[src/rtl/alu_operand_stage.sv]
// ID/EX operand stage feeding the ALU (RED, PADDSB and CLA adders).
// It captures the decoded operands and register IDs, inserts a bubble on
// load-use hazards, and resolves EX/MEM and MEM/WB forwarding, so ex_op_a and
// ex_op_b are always the up-to-date 16-bit operands.
// Optional feature: define OPSTAGE_PERF_CNT_EN to add the saturating
// perf_bubbles and perf_fwds counters.
module alu_operand_stage #(
  parameter int DW = 16,
  parameter int RW = 4
) (
  input  logic          clk,
  input  logic          rst_n,
  input  logic          id_valid,
  input  logic [3:0]    id_opcode,
  input  logic [RW-1:0] id_rs,
  input  logic [RW-1:0] id_rt,
  input  logic [RW-1:0] id_rd,
  input  logic          id_use_rs,
  input  logic          id_use_rt,
  input  logic [DW-1:0] id_rs_data,
  input  logic [DW-1:0] id_rt_data,
  input  logic [DW-1:0] id_imm,
  input  logic          id_use_imm,
  input  logic          id_wr_en,
  input  logic          stall_in,
  input  logic          flush,
  input  logic          exm_wr_en,
  input  logic [RW-1:0] exm_rd,
  input  logic [DW-1:0] exm_data,
  input  logic          mwb_wr_en,
  input  logic [RW-1:0] mwb_rd,
  input  logic [DW-1:0] mwb_data,
  output logic          hazard_stall,
  output logic          ex_valid,
  output logic [3:0]    ex_opcode,
  output logic [RW-1:0] ex_rd,
  output logic          ex_wr_en,
  output logic [DW-1:0] ex_op_a,
  output logic [DW-1:0] ex_op_b
`ifdef OPSTAGE_PERF_CNT_EN
  ,
  output logic [15:0]   perf_bubbles,
  output logic [15:0]   perf_fwds
`endif
);

  localparam logic [3:0] OP_LW = 4'b1000;

  logic          r_valid, r_wr_en, r_use_rs, r_use_rt, r_use_imm;
  logic [3:0]    r_opcode;
  logic [RW-1:0] r_rd, r_rs, r_rt;
  logic [DW-1:0] r_rs_data, r_rt_data, r_imm;
  logic [DW-1:0] w_rs_cap, w_rt_cap;
  logic          w_fwd_a, w_fwd_b;

  assign ex_valid  = r_valid;
  assign ex_wr_en  = r_wr_en;
  assign ex_opcode = r_opcode;
  assign ex_rd     = r_rd;

  // Load in EX whose result the instruction in ID needs: hold ID for a cycle.
  always_comb begin
    hazard_stall = 1'b0;
    if (r_valid && r_opcode == OP_LW && r_rd != '0 && id_valid && !flush)
      hazard_stall = (id_use_rs && id_rs == r_rd) || (id_use_rt && id_rt == r_rd);
  end

  // The register file is written and read in the same cycle; take the WB
  // value directly so the captured operand is never stale.
  always_comb begin
    w_rs_cap = id_rs_data;
    w_rt_cap = id_rt_data;
    if (mwb_wr_en && id_rs != '0 && mwb_rd == id_rs) w_rs_cap = mwb_data;
    if (mwb_wr_en && id_rt != '0 && mwb_rd == id_rt) w_rt_cap = mwb_data;
  end

  // Pipeline register: flush > stall_in > hazard bubble > capture.
  always_ff @(posedge clk or negedge rst_n) begin
    if (!rst_n) begin
      r_valid   <= 1'b0;
      r_wr_en   <= 1'b0;
      r_opcode  <= '0;
      r_rd      <= '0;
      r_rs      <= '0;
      r_rt      <= '0;
      r_use_rs  <= 1'b0;
      r_use_rt  <= 1'b0;
      r_use_imm <= 1'b0;
      r_rs_data <= '0;
      r_rt_data <= '0;
      r_imm     <= '0;
    end else if (flush) begin
      r_valid <= 1'b0;
      r_wr_en <= 1'b0;
    end else if (stall_in) begin
      r_valid <= r_valid;
    end else if (hazard_stall) begin
      r_valid <= 1'b0;
      r_wr_en <= 1'b0;
    end else begin
      r_valid   <= id_valid;
      r_wr_en   <= id_wr_en & id_valid;
      r_opcode  <= id_opcode;
      r_rd      <= id_rd;
      r_rs      <= id_rs;
      r_rt      <= id_rt;
      r_use_rs  <= id_use_rs;
      r_use_rt  <= id_use_rt;
      r_use_imm <= id_use_imm;
      r_rs_data <= w_rs_cap;
      r_rt_data <= w_rt_cap;
      r_imm     <= id_imm;
    end
  end

  // Operand A: r0 or unused reads zero; EX/MEM beats MEM/WB beats captured.
  always_comb begin
    ex_op_a = '0;
    w_fwd_a = 1'b0;
    if (r_use_rs && r_rs != '0) begin
      if (exm_wr_en && exm_rd == r_rs) begin
        ex_op_a = exm_data;
        w_fwd_a = 1'b1;
      end else if (mwb_wr_en && mwb_rd == r_rs) begin
        ex_op_a = mwb_data;
        w_fwd_a = 1'b1;
      end else begin
        ex_op_a = r_rs_data;
      end
    end
  end

  // Operand B: immediate bypasses forwarding entirely; otherwise same as A on rt.
  always_comb begin
    ex_op_b = '0;
    w_fwd_b = 1'b0;
    if (r_use_imm) begin
      ex_op_b = r_imm;
    end else if (r_use_rt && r_rt != '0) begin
      if (exm_wr_en && exm_rd == r_rt) begin
        ex_op_b = exm_data;
        w_fwd_b = 1'b1;
      end else if (mwb_wr_en && mwb_rd == r_rt) begin
        ex_op_b = mwb_data;
        w_fwd_b = 1'b1;
      end else begin
        ex_op_b = r_rt_data;
      end
    end
  end

`ifdef OPSTAGE_PERF_CNT_EN
  logic [15:0] r_perf_bubbles, r_perf_fwds;
  assign perf_bubbles = r_perf_bubbles;
  assign perf_fwds    = r_perf_fwds;

  // Saturating counters: bubbles actually inserted, and cycles using a forward.
  always_ff @(posedge clk or negedge rst_n) begin
    if (!rst_n) begin
      r_perf_bubbles <= '0;
      r_perf_fwds    <= '0;
    end else begin
      if (!flush && !stall_in && hazard_stall && r_perf_bubbles != 16'hFFFF)
        r_perf_bubbles <= r_perf_bubbles + 16'd1;
      if (r_valid && !stall_in && (w_fwd_a || w_fwd_b) && r_perf_fwds != 16'hFFFF)
        r_perf_fwds <= r_perf_fwds + 16'd1;
    end
  end
`else
  logic w_unused_fwd;
  assign w_unused_fwd = w_fwd_a ^ w_fwd_b;
`endif

endmodule

[config.mk]
export PLATFORM = sky130hd
export DESIGN_NAME = alu_operand_stage
export DESIGN_NICKNAME = d
export VERILOG_FILES = /design/src/rtl/alu_operand_stage.sv
export SDC_FILE = /design/constraint.sdc
export NUM_CORES = 1
export LEC_CHECK = 0
export ABC_AREA = 1
export CAP_MARGIN = 20
export CORE_MARGIN = 4
export CORE_UTILIZATION = 51
export DETAILED_ROUTE_END_ITERATION = 10
export PLACE_DENSITY = 0.83
export SLEW_MARGIN = 0
export SYNTH_ARGS = -nofsm -noshare
export SYNTH_HDL_FRONTEND = slang
export SYNTH_SLANG_ARGS = --single-unit
[constraint.sdc]
create_clock -name clk -period 5.1 [get_ports clk]
set_input_delay 1.275 -clock clk [delete_from_list [all_inputs] [get_ports clk]]
set_output_delay 1.275 -clock clk [all_outputs]
set_load 0.05 [all_outputs]
Word-level counts from Yosys, hierarchy flattened

Index checks and enable logic that the tools add are counted.
Widths: inputs -> output; s select.

Bits in registers: 69
Logic and storage cells: 66
Output and inout bits: 43

Reduce and logical (&&, ||, !) cells: 24
Bitwise logic cells: 4
Eq/ne operators: 10
Multiplexer cells: 16

Operators by type and width:

| cell               | count |
|---|---|
| $mux 16            | 9 |
| $eq 4x4->1         | 8 |
| $reduce_bool 4->1  | 5 |
| $logic_and 1x1->1  | 16 |
| $mux 1             | 7 |
| $eq 4x4->1 const B | 1 |
| $not 1->1          | 3 |
| $reduce_and 3->1   | 1 |
| $ne 2x1->1 const B | 1 |
| $and 1x1->1        | 1 |
| $logic_not 1->1    | 1 |
| $logic_or 1x1->1   | 1 |

Logic depth before layout (Yosys ltp)

Gate-level depths: netlist of the first run.

Depth after elaboration: 9
Gate-level depth with buffers: 12
Mapped depth without buffers: 10

Least setup slack after synthesis of the first run

No wires, ideal clock.

Kind: input port to output port
Start: input port mwb_rd[2]
End: output port ex_op_b[10]
Stages: 9
Slack: 1.366 ns
Arrival: 2.459 ns
Required time: 3.825 ns
Cells stage by stage: inv_2 nand2_1 a21oi_2 nand3_2 buf_2 nand2_1 nand3_1 nand2_1 nand2_1

Longest elaborated chain between the ends: 6

RTL lines:

| what              | line | text |
|---|---|---|
| start, declared   | 31   | `input logic [RW-1:0] mwb_rd,` |
| $eq 4x4->1        | 143  | `end else if (mwb_wr_en && mwb_rd == r_rt) begin` |
| $logic_and 1x1->1 | 143  |  |
| $mux 16           | 143  |  |
| $mux 16           | 140  | `if (exm_wr_en && exm_rd == r_rt) begin` |
| $mux 16           | 139  | `end else if (r_use_rt && r_rt != '0) begin` |
| $mux 16           | 137  | `if (r_use_imm) begin` |
| end, declared     | 39   | `output logic [DW-1:0] ex_op_b` |

No other way between the ends.

Worst setup path after layout of the first run

Start: input port mwb_rd[1]
End: output port ex_op_a[5]

Longest elaborated chain between the ends: 5

RTL lines:

| what              | line | text |
|---|---|---|
| $eq 4x4->1        | 124  | `end else if (mwb_wr_en && mwb_rd == r_rs) begin` |
| $logic_and 1x1->1 | 124  |  |
| $mux 16           | 124  |  |
| $mux 16           | 121  | `if (exm_wr_en && exm_rd == r_rs) begin` |
| $mux 16           | 120  | `if (r_use_rs && r_rs != '0) begin` |
| end, declared     | 38   | `output logic [DW-1:0] ex_op_a,` |

No other way between the ends.

==> results.sh, run 1 <==
export IMPL_status="finished, final reports clean"
export IMPL_rsz0062_at_grt="no"
export IMPL_dieArea_sq_um=11400
export IMPL_period_share=0.914
export IMPL_syn_area_sq_um=4990
export IMPL_cts_htree_levels=3
export IMPL_cts_sinks=69
export IMPL_ir_worst_vdd_v=0.000270
export IMPL_cp_required_ns=3.83
export IMPL_r2r_start="ex_rd[1]"
export IMPL_power_density_nw_per_um2=270
export IMPL_hold_viol=0
export IMPL_path_cells="clkdlybuf4s50_1 > o21ai_1 > nor2_4 > nand3_2 > nand2_1 > nand3_1 > nand2_1 > inv_1 > buf_12"
export IMPL_worst_pin_slew_ns=0.776
export IMPL_dr_pass1_iters=6
export IMPL_area_growth_pct=41.4
export IMPL_cts_hold_buf=0
export IMPL_crit_type="input pin to primary output"
export IMPL_nets=1047
export IMPL_synth_nets=917
export IMPL_grt_pass1_wl_mm=29.8
export IMPL_first_iter_violations=633
export IMPL_start_kind="input pin"
export IMPL_setup_viol=0
export IMPL_fmax_ghz=0.215
export IMPL_die_w_um=107
export IMPL_grt_antenna_before_repair=0
export IMPL_synthDistinctLibCells=27
export IMPL_dp_hpwl_mm=13.2
export IMPL_io_buffers=157
export IMPL_cap_violations=0
export IMPL_worstPathArrival_ns=3.39
export IMPL_fin_cells=1066
export IMPL_core_area_sq_um=9370
export IMPL_num_rows=35
export IMPL_cp_slowest_cell="clkdlybuf4s50_1"
export IMPL_relSlewSlack=0.483
export IMPL_crit_start="mwb_rd[1]"
export IMPL_seq_area_frac_synth=0.346
export IMPL_postCtsSetupRepairBufs=0
export IMPL_ctsResizeCount=0
export IMPL_min_period_ns=4.66
export IMPL_place_ws_ns=0.502
export IMPL_placed_cells_incl_taps=1049
export IMPL_via_count=6036
export IMPL_slew_violations=0
export IMPL_hp_start="r_imm[6]"
export IMPL_drive_gt1_frac=0.0896
export IMPL_holdWs_ns=0.477
export IMPL_ant_nets=0
export IMPL_most_common_layout_cells="nand2_1, clkdlybuf4s50_1, nand3_1"
export IMPL_critPathTopFamily="simple AND/OR/NAND/NOR gates"
export IMPL_io_pins=158
export IMPL_avgSynthCellArea_sq_um=6.22
export IMPL_clockBufferDepth=2
export IMPL_fin_setup_tns_ns=0
export IMPL_cts_clk_slew_worst_paths_ns=0.08
export IMPL_yosys_warnings=0
export IMPL_diodes=0
export IMPL_crit_fanout=17
export IMPL_drc=0
export IMPL_routabilityCongestion=0.908
export IMPL_leakage_uw=0.00366
export IMPL_wl_per_cell_um=17.0
export IMPL_cts_buffers=9
export IMPL_cts_root_buf="clkbuf_8"
export IMPL_netlist_instances=802
export IMPL_gr_total_overflow=0
export IMPL_clk_latency_ns=0.37
export IMPL_track_usage=0.323
export IMPL_crit_top_cell="nand2_1"
export IMPL_endpoint_kind="primary output"
export IMPL_grt_pass1_vias=5881
export IMPL_initial_utilization=0.533
export IMPL_viasPerCell=5.66
export IMPL_fin_worst_skew_ns=0.0136
export IMPL_cts_tree="done"
export IMPL_grt_max_degree=71
export IMPL_wirelength_mm=18.1
export IMPL_critPathMaxStageDelay_ns=0.63
export IMPL_hold_path_class="register to register"
export IMPL_cp_buffers_inverters=3
export IMPL_die_h_um=107
export IMPL_final_common_cell="nand2_1"
export IMPL_synth_seq_cells=69
export IMPL_finalWorstSetupSlack_ns=0.439
==> sequential cells by signal, summed over array words and instances (netlist names) <==
name,cells
ex_opcode,4
ex_rd,4
ex_valid,1
ex_wr_en,1
r_imm,16
r_rs,4
r_rs_data,16
r_rt,4
r_rt_data,16
r_use_imm,1
r_use_rs,1
r_use_rt,1
==> path summary, 6_finish.rpt <==
check	end	slack, ns	cells after the start
min in group asynchronous	ex_rd[2]	0.95	1
hold / removal	r_imm[6]	0.48	2
hold reg to reg	r_imm[6]	0.48	2
setup / recovery	ex_op_a[5]	0.44	9
setup reg to reg	r_rt_data[6]	2.41	12
max in group asynchronous	r_rt_data[12]	3.14	2
==> synthesized netlist by cell type <==
library cell | instances | area (sq um)
dfrtp_1 | 69 | 1730
nand3_1 | 107 | 536
nand3_2 | 3 | 30.0
nand4_1 | 66 | 413
nand3b_1 | 3 | 22.5
and3b_1 | 1 | 8.76
nor3b_1 | 1 | 7.51
buf_1 | 2 | 7.51
nor3_1 | 2 | 10.0
clkbuf_1 | 18 | 67.6
o21ai_0 | 8 | 40.0
buf_4 | 3 | 22.5
inv_1 | 35 | 131
xnor2_1 | 2 | 17.5
a21oi_1 | 3 | 15.0
a21oi_2 | 2 | 17.5
nand3_4 | 1 | 17.5
o22ai_1 | 1 | 6.26
nor2_1 | 75 | 282
buf_6 | 4 | 45.0
nand2_1 | 349 | 1310
nor2_4 | 5 | 56.3
buf_2 | 20 | 100
nand2_2 | 2 | 12.5
o21ai_1 | 7 | 35.0
nor2_2 | 2 | 12.5
inv_2 | 11 | 41.3
==> kinds of logic after synthesis <==
| family | synth area share |
|---|---|
| compound gates | 0.0228 |
| simple gates | 0.544 |
| buf+inv | 0.0832 |
| flops | 0.346 |
| xor+xnor | 0.00351 |
==> per-stage QoR <==
stage          utilization  instance area, sq um  power, uW
2_1_floorplan            -                  4990       1110
3_3_place_gp         0.733                  6870       1470
3_5_place_dp         0.733                  6870       1490
4_1_cts              0.752                  7050       1900
5_1_grt              0.753                  7060       2000
6_report             0.753                  7060       1900
==> worst min-delay path, cell delays in order (launching register included) <==
cell     delay, ns
dfrtp_1       0.35
nand2_1       0.05
nand2_1       0.05
==> layer usage <==
| metal | vias to the layer above | wire length [um] | global-route usage |
|---|---|---|---|
| li1 | 2862 | - | - |
| met1 | 2775 | 7190 | 0.435 |
| met2 | 371 | 8530 | 0.522 |
| met3 | 28 | 2050 | 0.0765 |
| met4 | 0 | 325 | 0.0932 |
| met5 | - | 0 | 0 |
==> where the power goes <==
part	switching, uW	leakage, uW	internal, uW
Combinational	478	0.00272	337
Clock	235	0.0000791	180
Sequential	57.3	0.000857	616
Total	770	0.00366	1130
==> final cells by class <==
class	instances	area, sq um
Multi-Input combinational cell	640	2850
Fill cell	744	2320
Timing Repair Buffer	166	1960
Sequential cell	69	1730
Inverter	46	173
Tap cell	129	161
Clock buffer	10	128
Clock inverter	6	48.8
Power figures use the tool's default switching activity.
==> run 2, diff against run 1 <==
--- a/config.mk
+++ b/config.mk
@@ -7,7 +7,6 @@
 export LEC_CHECK = 0
 export ABC_AREA = 1
 export CAP_MARGIN = 20
-export CORE_MARGIN = 4
 export CORE_UTILIZATION = 51
 export DETAILED_ROUTE_END_ITERATION = 10
 export PLACE_DENSITY = 0.83
==> results.sh, run 2 (same netlist as run 1, synthesis figures left out) <==
export IMPL_status="finished, final reports clean"
export IMPL_ctsResizeCount=0
export IMPL_viasPerCell=5.67
export IMPL_cts_root_buf="clkbuf_8"
export IMPL_crit_top_cell="nand2_1"
export IMPL_drc=0
export IMPL_grt_max_degree=71
export IMPL_power_density_nw_per_um2=277
export IMPL_cp_slowest_cell="clkdlybuf4s50_1"
export IMPL_worst_pin_slew_ns=0.943
export IMPL_die_w_um=101
export IMPL_hold_path_class="register to register"
export IMPL_relSlewSlack=0.371
export IMPL_ant_nets=0
export IMPL_cts_hold_buf=0
export IMPL_num_rows=35
export IMPL_first_iter_violations=747
export IMPL_fmax_ghz=0.210
export IMPL_endpoint_kind="primary output"
export IMPL_critPathTopFamily="simple AND/OR/NAND/NOR gates"
export IMPL_setup_viol=0
export IMPL_switchingPower_uw=755
export IMPL_pwr_share_clk=0.242
export IMPL_cts_clk_slew_worst_paths_ns=0.07
export IMPL_routabilityCongestion=0.897
export IMPL_rsz0062_at_grt="no"
export IMPL_cts_sinks=69
export IMPL_switching_share=0.385
export IMPL_fin_worst_skew_ns=0.00948
export IMPL_start_kind="input pin"
export IMPL_clockBufferDepth=2
export IMPL_gr_total_overflow=0
export IMPL_io_buffers=157
export IMPL_worstPathArrival_ns=3.48
export IMPL_cp_required_ns=3.83
export IMPL_diodes=0
export IMPL_crit_fanout=17
export IMPL_crit_type="input pin to primary output"
export IMPL_track_usage=0.351
export IMPL_cts_tree="done"
export IMPL_grt_pass1_vias=5683
export IMPL_drive_gt1_frac=0.0917
export IMPL_finalPower_uw=1960
export IMPL_hold_viol=0
export IMPL_wl_per_cell_um=16.5
export IMPL_dieArea_sq_um=10200
export IMPL_grt_pass1_wl_mm=27.9
export IMPL_core_area_sq_um=9370
export IMPL_grt_antenna_before_repair=0
export IMPL_cap_violations=0
export IMPL_path_cells="clkdlybuf4s50_1 > o21ai_1 > nor2_4 > nand3_2 > nand2_1 > nand3_1 > nand2_1 > nand2_1 > buf_12"
export IMPL_critPathMaxStageDelay_ns=0.64
export IMPL_cp_buffers_inverters=2
export IMPL_wirelength_mm=17.6
export IMPL_top_regs="r_imm: 16 flops, r_rs_data: 16 flops, r_rt_data: 16 flops"
export IMPL_dp_hpwl_mm=12.6
export IMPL_via_count=6046
export IMPL_clk_latency_ns=0.35
export IMPL_leakage_uw=0.00369
export IMPL_area_growth_pct=42.2
export IMPL_power_frac_seq=0.344
export IMPL_initial_utilization=0.533
export IMPL_ir_worst_vdd_v=0.000191
export IMPL_slew_violations=0
export IMPL_final_common_cell="nand2_1"
export IMPL_p_int_uw=1210
export IMPL_postCtsSetupRepairBufs=0
export IMPL_min_period_ns=4.76
export IMPL_most_common_layout_cells="nand2_1, clkdlybuf4s50_1, nand3_1"
export IMPL_cts_buffers=9
export IMPL_period_share=0.932
export IMPL_nets=1048
export IMPL_dr_pass1_iters=7
export IMPL_fin_setup_tns_ns=0
export IMPL_cts_htree_levels=3
export IMPL_io_pins=158
export IMPL_die_h_um=101
export IMPL_combPwrFrac=0.414
-- run 2: cell count changes in the layout (fill, tap and decap cells not counted), sizes merged --
cell | previous run | this run
bufinv | 0 | 1
clkbuf | 10 | 11
clkinv | 2 | 3
clkinvlp | 3 | 0
buf | 43 | 44
-- run 2: path summary, 6_finish.rpt --
path | startpoint | to | slack, ns | depth (start not counted)
min in group asynchronous | rst_n | ex_opcode[3] | 1.07 | 1
worst max-delay path | mwb_rd[1] | ex_op_b[8] | 0.34 | 9
worst min register to register | r_imm[1] | r_imm[1] | 0.48 | 2
worst min-delay path | r_imm[1] | r_imm[1] | 0.48 | 2
max in group asynchronous | rst_n | r_rt_data[15] | 3.06 | 2
worst max register to register | ex_rd[1] | r_rs_data[1] | 2.50 | 12
-- run 2: worst register-to-register path, cell delays in order (launching register included) --
cell,delay [ns]
dfrtp_1,0.47
inv_1,0.11
nand2_1,0.05
nand2_1,0.06
nor2_1,0.04
nand3_1,0.06
nand2_1,0.08
nand2_2,0.07
buf_4,0.60
nand2_2,0.29
buf_4,0.42
nand2_1,0.18
nand2_1,0.06
-- run 2: area by class of cell --
type	instances	area, sq um
Inverter	46	173
Timing Repair Buffer	167	1970
Sequential cell	69	1730
Clock buffer	11	151
Clock inverter	5	57.6
Tap cell	129	161
Multi-Input combinational cell	640	2850
Fill cell	766	2280
-- run 2: stage by stage --
stage          hold slack (ns)   util  cells  instance area [sq um]  worst slack [ns]
3_5_place_dp             0.459  0.734   1050                   6880             0.421
3_3_place_gp             0.453  0.734   1050                   6880             0.434
4_1_cts                  0.478  0.756   1066                   7090             0.423
5_1_grt                  0.492  0.757   1067                   7100             0.242
2_1_floorplan            0.439      -    802                   4990              1.37
6_report                 0.475  0.757   1067                   7100             0.345
-- run 2: power by group through the flow --
| stage | Sequential (uW) | Clock [uW] | Combinational [uW] |
|---|---|---|---|
| 6_report | 675 | 475 | 812 |
| 5_1_grt | 682 | 510 | 871 |
| 4_1_cts | 673 | 481 | 805 |
| 3_5_place_dp | 682 | 0 | 801 |
| 3_3_place_gp | 680 | 0 | 786 |
| 2_1_floorplan | 693 | 0 | 417 |
-- run 2: routing by layer --
layer / up-vias / track usage / part of all wire / routed length, um
li1: 2862 / - / - / -
met2: 384 / 0.558 / 0.46 / 8070
met3: 51 / 0.0735 / 0.12 / 2040
met1: 2749 / 0.463 / 0.40 / 6980
met5: - / 0 / 0 / 0
met4: 0 / 0.147 / 0.026 / 456
==> run 3, diff against run 2 <==
--- a/config.mk
+++ b/config.mk
@@ -9,6 +9,7 @@
 export CAP_MARGIN = 20
 export CORE_UTILIZATION = 51
 export DETAILED_ROUTE_END_ITERATION = 10
+export GPL_TIMING_DRIVEN = 0
 export PLACE_DENSITY = 0.83
 export SLEW_MARGIN = 0
 export SYNTH_ARGS = -nofsm -noshare
==> results.sh, run 3 (same netlist as run 1, synthesis figures left out) <==
export IMPL_status="finished, final reports clean"
export IMPL_gr_total_overflow=0
export IMPL_design_area_sq_um=7000
export IMPL_die_h_um=101
export IMPL_cts_tree="done"
export IMPL_cp_required_ns=3.83
export IMPL_path_cells="clkdlybuf4s50_1 > inv_1 > nand2_1 > nor3b_1 > nand3b_1 > buf_2 > nand3_1 > nand2_1 > inv_1 > clkdlybuf4s50_1"
export IMPL_routabilityCongestion=0.992
export IMPL_start_kind="input pin"
export IMPL_crit_type="input pin to primary output"
export IMPL_rsz0062_at_grt="no"
export IMPL_reg2reg_slack_ns=3.22
export IMPL_drc=0
export IMPL_top_regs="r_imm: 16 flops, r_rs_data: 16 flops, r_rt_data: 16 flops"
export IMPL_ctsResizeCount=8
export IMPL_nets=1085
export IMPL_dieArea_sq_um=10200
export IMPL_worstPathArrival_ns=3.71
export IMPL_dpl_cell_area_sq_um=6720
export IMPL_final_common_cell="nand2_1"
export IMPL_fin_cells=1103
export IMPL_wirelength_mm=18.4
export IMPL_grt_pass1_vias=6058
export IMPL_clockBufferDepth=2
export IMPL_gr_usage_met3=0.0763
export IMPL_min_period_ns=4.98
export IMPL_power_density_nw_per_um2=282
export IMPL_grt_max_degree=70
export IMPL_num_rows=35
export IMPL_critPathMaxStageDelay_ns=0.80
export IMPL_cp_buffers_inverters=5
export IMPL_dr_pass1_iters=6
export IMPL_hold_depth=2
export IMPL_wl_per_cell_um=16.7
export IMPL_global_route_usage_met2=0.617
export IMPL_hold_viol=0
export IMPL_track_usage=0.378
export IMPL_grt_pass1_wl_mm=29.5
export IMPL_leakage_uw=0.00392
export IMPL_ir_worst_vdd_v=0.000220
export IMPL_period_share=0.977
export IMPL_drive_gt1_frac=0.0708
export IMPL_hold_path_class="register to register"
export IMPL_r2r_start="ex_rd[1]"
export IMPL_setup_viol=0
export IMPL_grt_antenna_before_repair=0
export IMPL_viasPerCell=5.65
export IMPL_relSlewSlack=0.391
export IMPL_ant_nets=0
export IMPL_final_util=0.747
export IMPL_top_usage_layer="met2"
export IMPL_hp_start="r_imm[6]"
export IMPL_crit_fanout=10
export IMPL_core_area_sq_um=9370
export IMPL_hold_path_end="r_imm[6]"
export IMPL_most_common_layout_cells="nand2_1, clkdlybuf4s50_1, nand3_1"
export IMPL_cts_hold_buf=0
export IMPL_dp_hpwl_mm=14.4
export IMPL_fillers=773
export IMPL_fin_setup_tns_ns=0
export IMPL_crit_start="exm_rd[0]"
export IMPL_cts_sinks=69
export IMPL_reg2reg_to="r_rt_data[10]"
export IMPL_met1_usage=0.499
export IMPL_slew_violations=0
export IMPL_area_growth_pct=40.2
export IMPL_via_count=6234
export IMPL_io_buffers=157
export IMPL_fin_worst_skew_ns=0.0117
export IMPL_placed_cells_incl_taps=1088
export IMPL_reg2reg_depth=8
export IMPL_clk_latency_ns=0.35
export IMPL_endpoint_kind="primary output"
export IMPL_postCtsSetupRepairBufs=0
export IMPL_cts_root_buf="clkbuf_8"
export IMPL_die_w_um=101
export IMPL_initial_utilization=0.533
export IMPL_cap_violations=0
export IMPL_worst_pin_slew_ns=0.913
export IMPL_cts_buffers=9
export IMPL_cts_clk_slew_worst_paths_ns=0.07
export IMPL_critPathTopFamily="buffers and inverters"
export IMPL_first_iter_violations=576
export IMPL_fmax_ghz=0.201
export IMPL_cts_htree_levels=3
export IMPL_cp_slowest_cell="clkdlybuf4s50_1"
export IMPL_diodes=0
export IMPL_io_pins=158
## run 3: cell count changes in the layout (fill, tap and decap cells not counted), sizes merged
cell / delta
bufinv: +2
dlymetal6s2s: +16
buf: -14
clkinv: -2
dlygate4sd2: +8
clkdlybuf4s50: +9
clkbuf: +17
## run 3: worst max-delay path by stage
stage                        endpoint  slack, ns  depth (start not counted)
final                     ex_op_a[10]       0.12                         10
after detailed placement  ex_op_b[11]      -0.02                         10
after floorplan           ex_op_b[10]       1.37                          9
after CTS                 ex_op_a[14]     0.0009                         11
after global placement    ex_op_b[13]     -0.003                         10
after global routing      ex_op_a[12]      0.006                         10
## run 3: power breakdown
group,total (uW),switching (uW),internal (uW)
sequential,668,51.4,617
combinational,736,470,266
clock,567,229,338
## run 3: worst register-to-register path, stage by stage (launching register included)
cell	delay, ns
dfrtp_1	0.47
inv_1	0.11
nand2_1	0.07
nor3_1	0.13
nor2_1	0.08
nand2_2	0.19
buf_1	0.51
nand3_1	0.16
nand2_1	0.10
## run 3: metal layers
metal / part of all wire / up-vias
li1: - / 2944
met1: 0.40 / 2852
met2: 0.47 / 394
met3: 0.11 / 44
met4: 0.018 / 0
met5: 0 / -
## run 3: area by class of cell
type,instances,area (sq um),share of cell area
clock inverters,5,108,0.0154
plain buffers,47,243,0.0347
inverters,46,173,0.0247
repair buffers,157,1600,0.229
flip-flops and latches,69,1730,0.247
multi-input cells,640,2850,0.407
well taps,129,161,0.0231
clock buffers,10,138,0.0197
## run 3: metrics by stage
step / power, uW / setup WS (ns) / hold WS, ns
5_1_grt: 2060 / 0.00617 / 0.495
6_report: 1970 / 0.118 / 0.477
3_5_place_dp: 1410 / -0.0247 / 0.459
2_1_floorplan: 1110 / 1.37 / 0.439
3_3_place_gp: 1390 / -0.00270 / 0.453
4_1_cts: 1960 / 0.000910 / 0.477
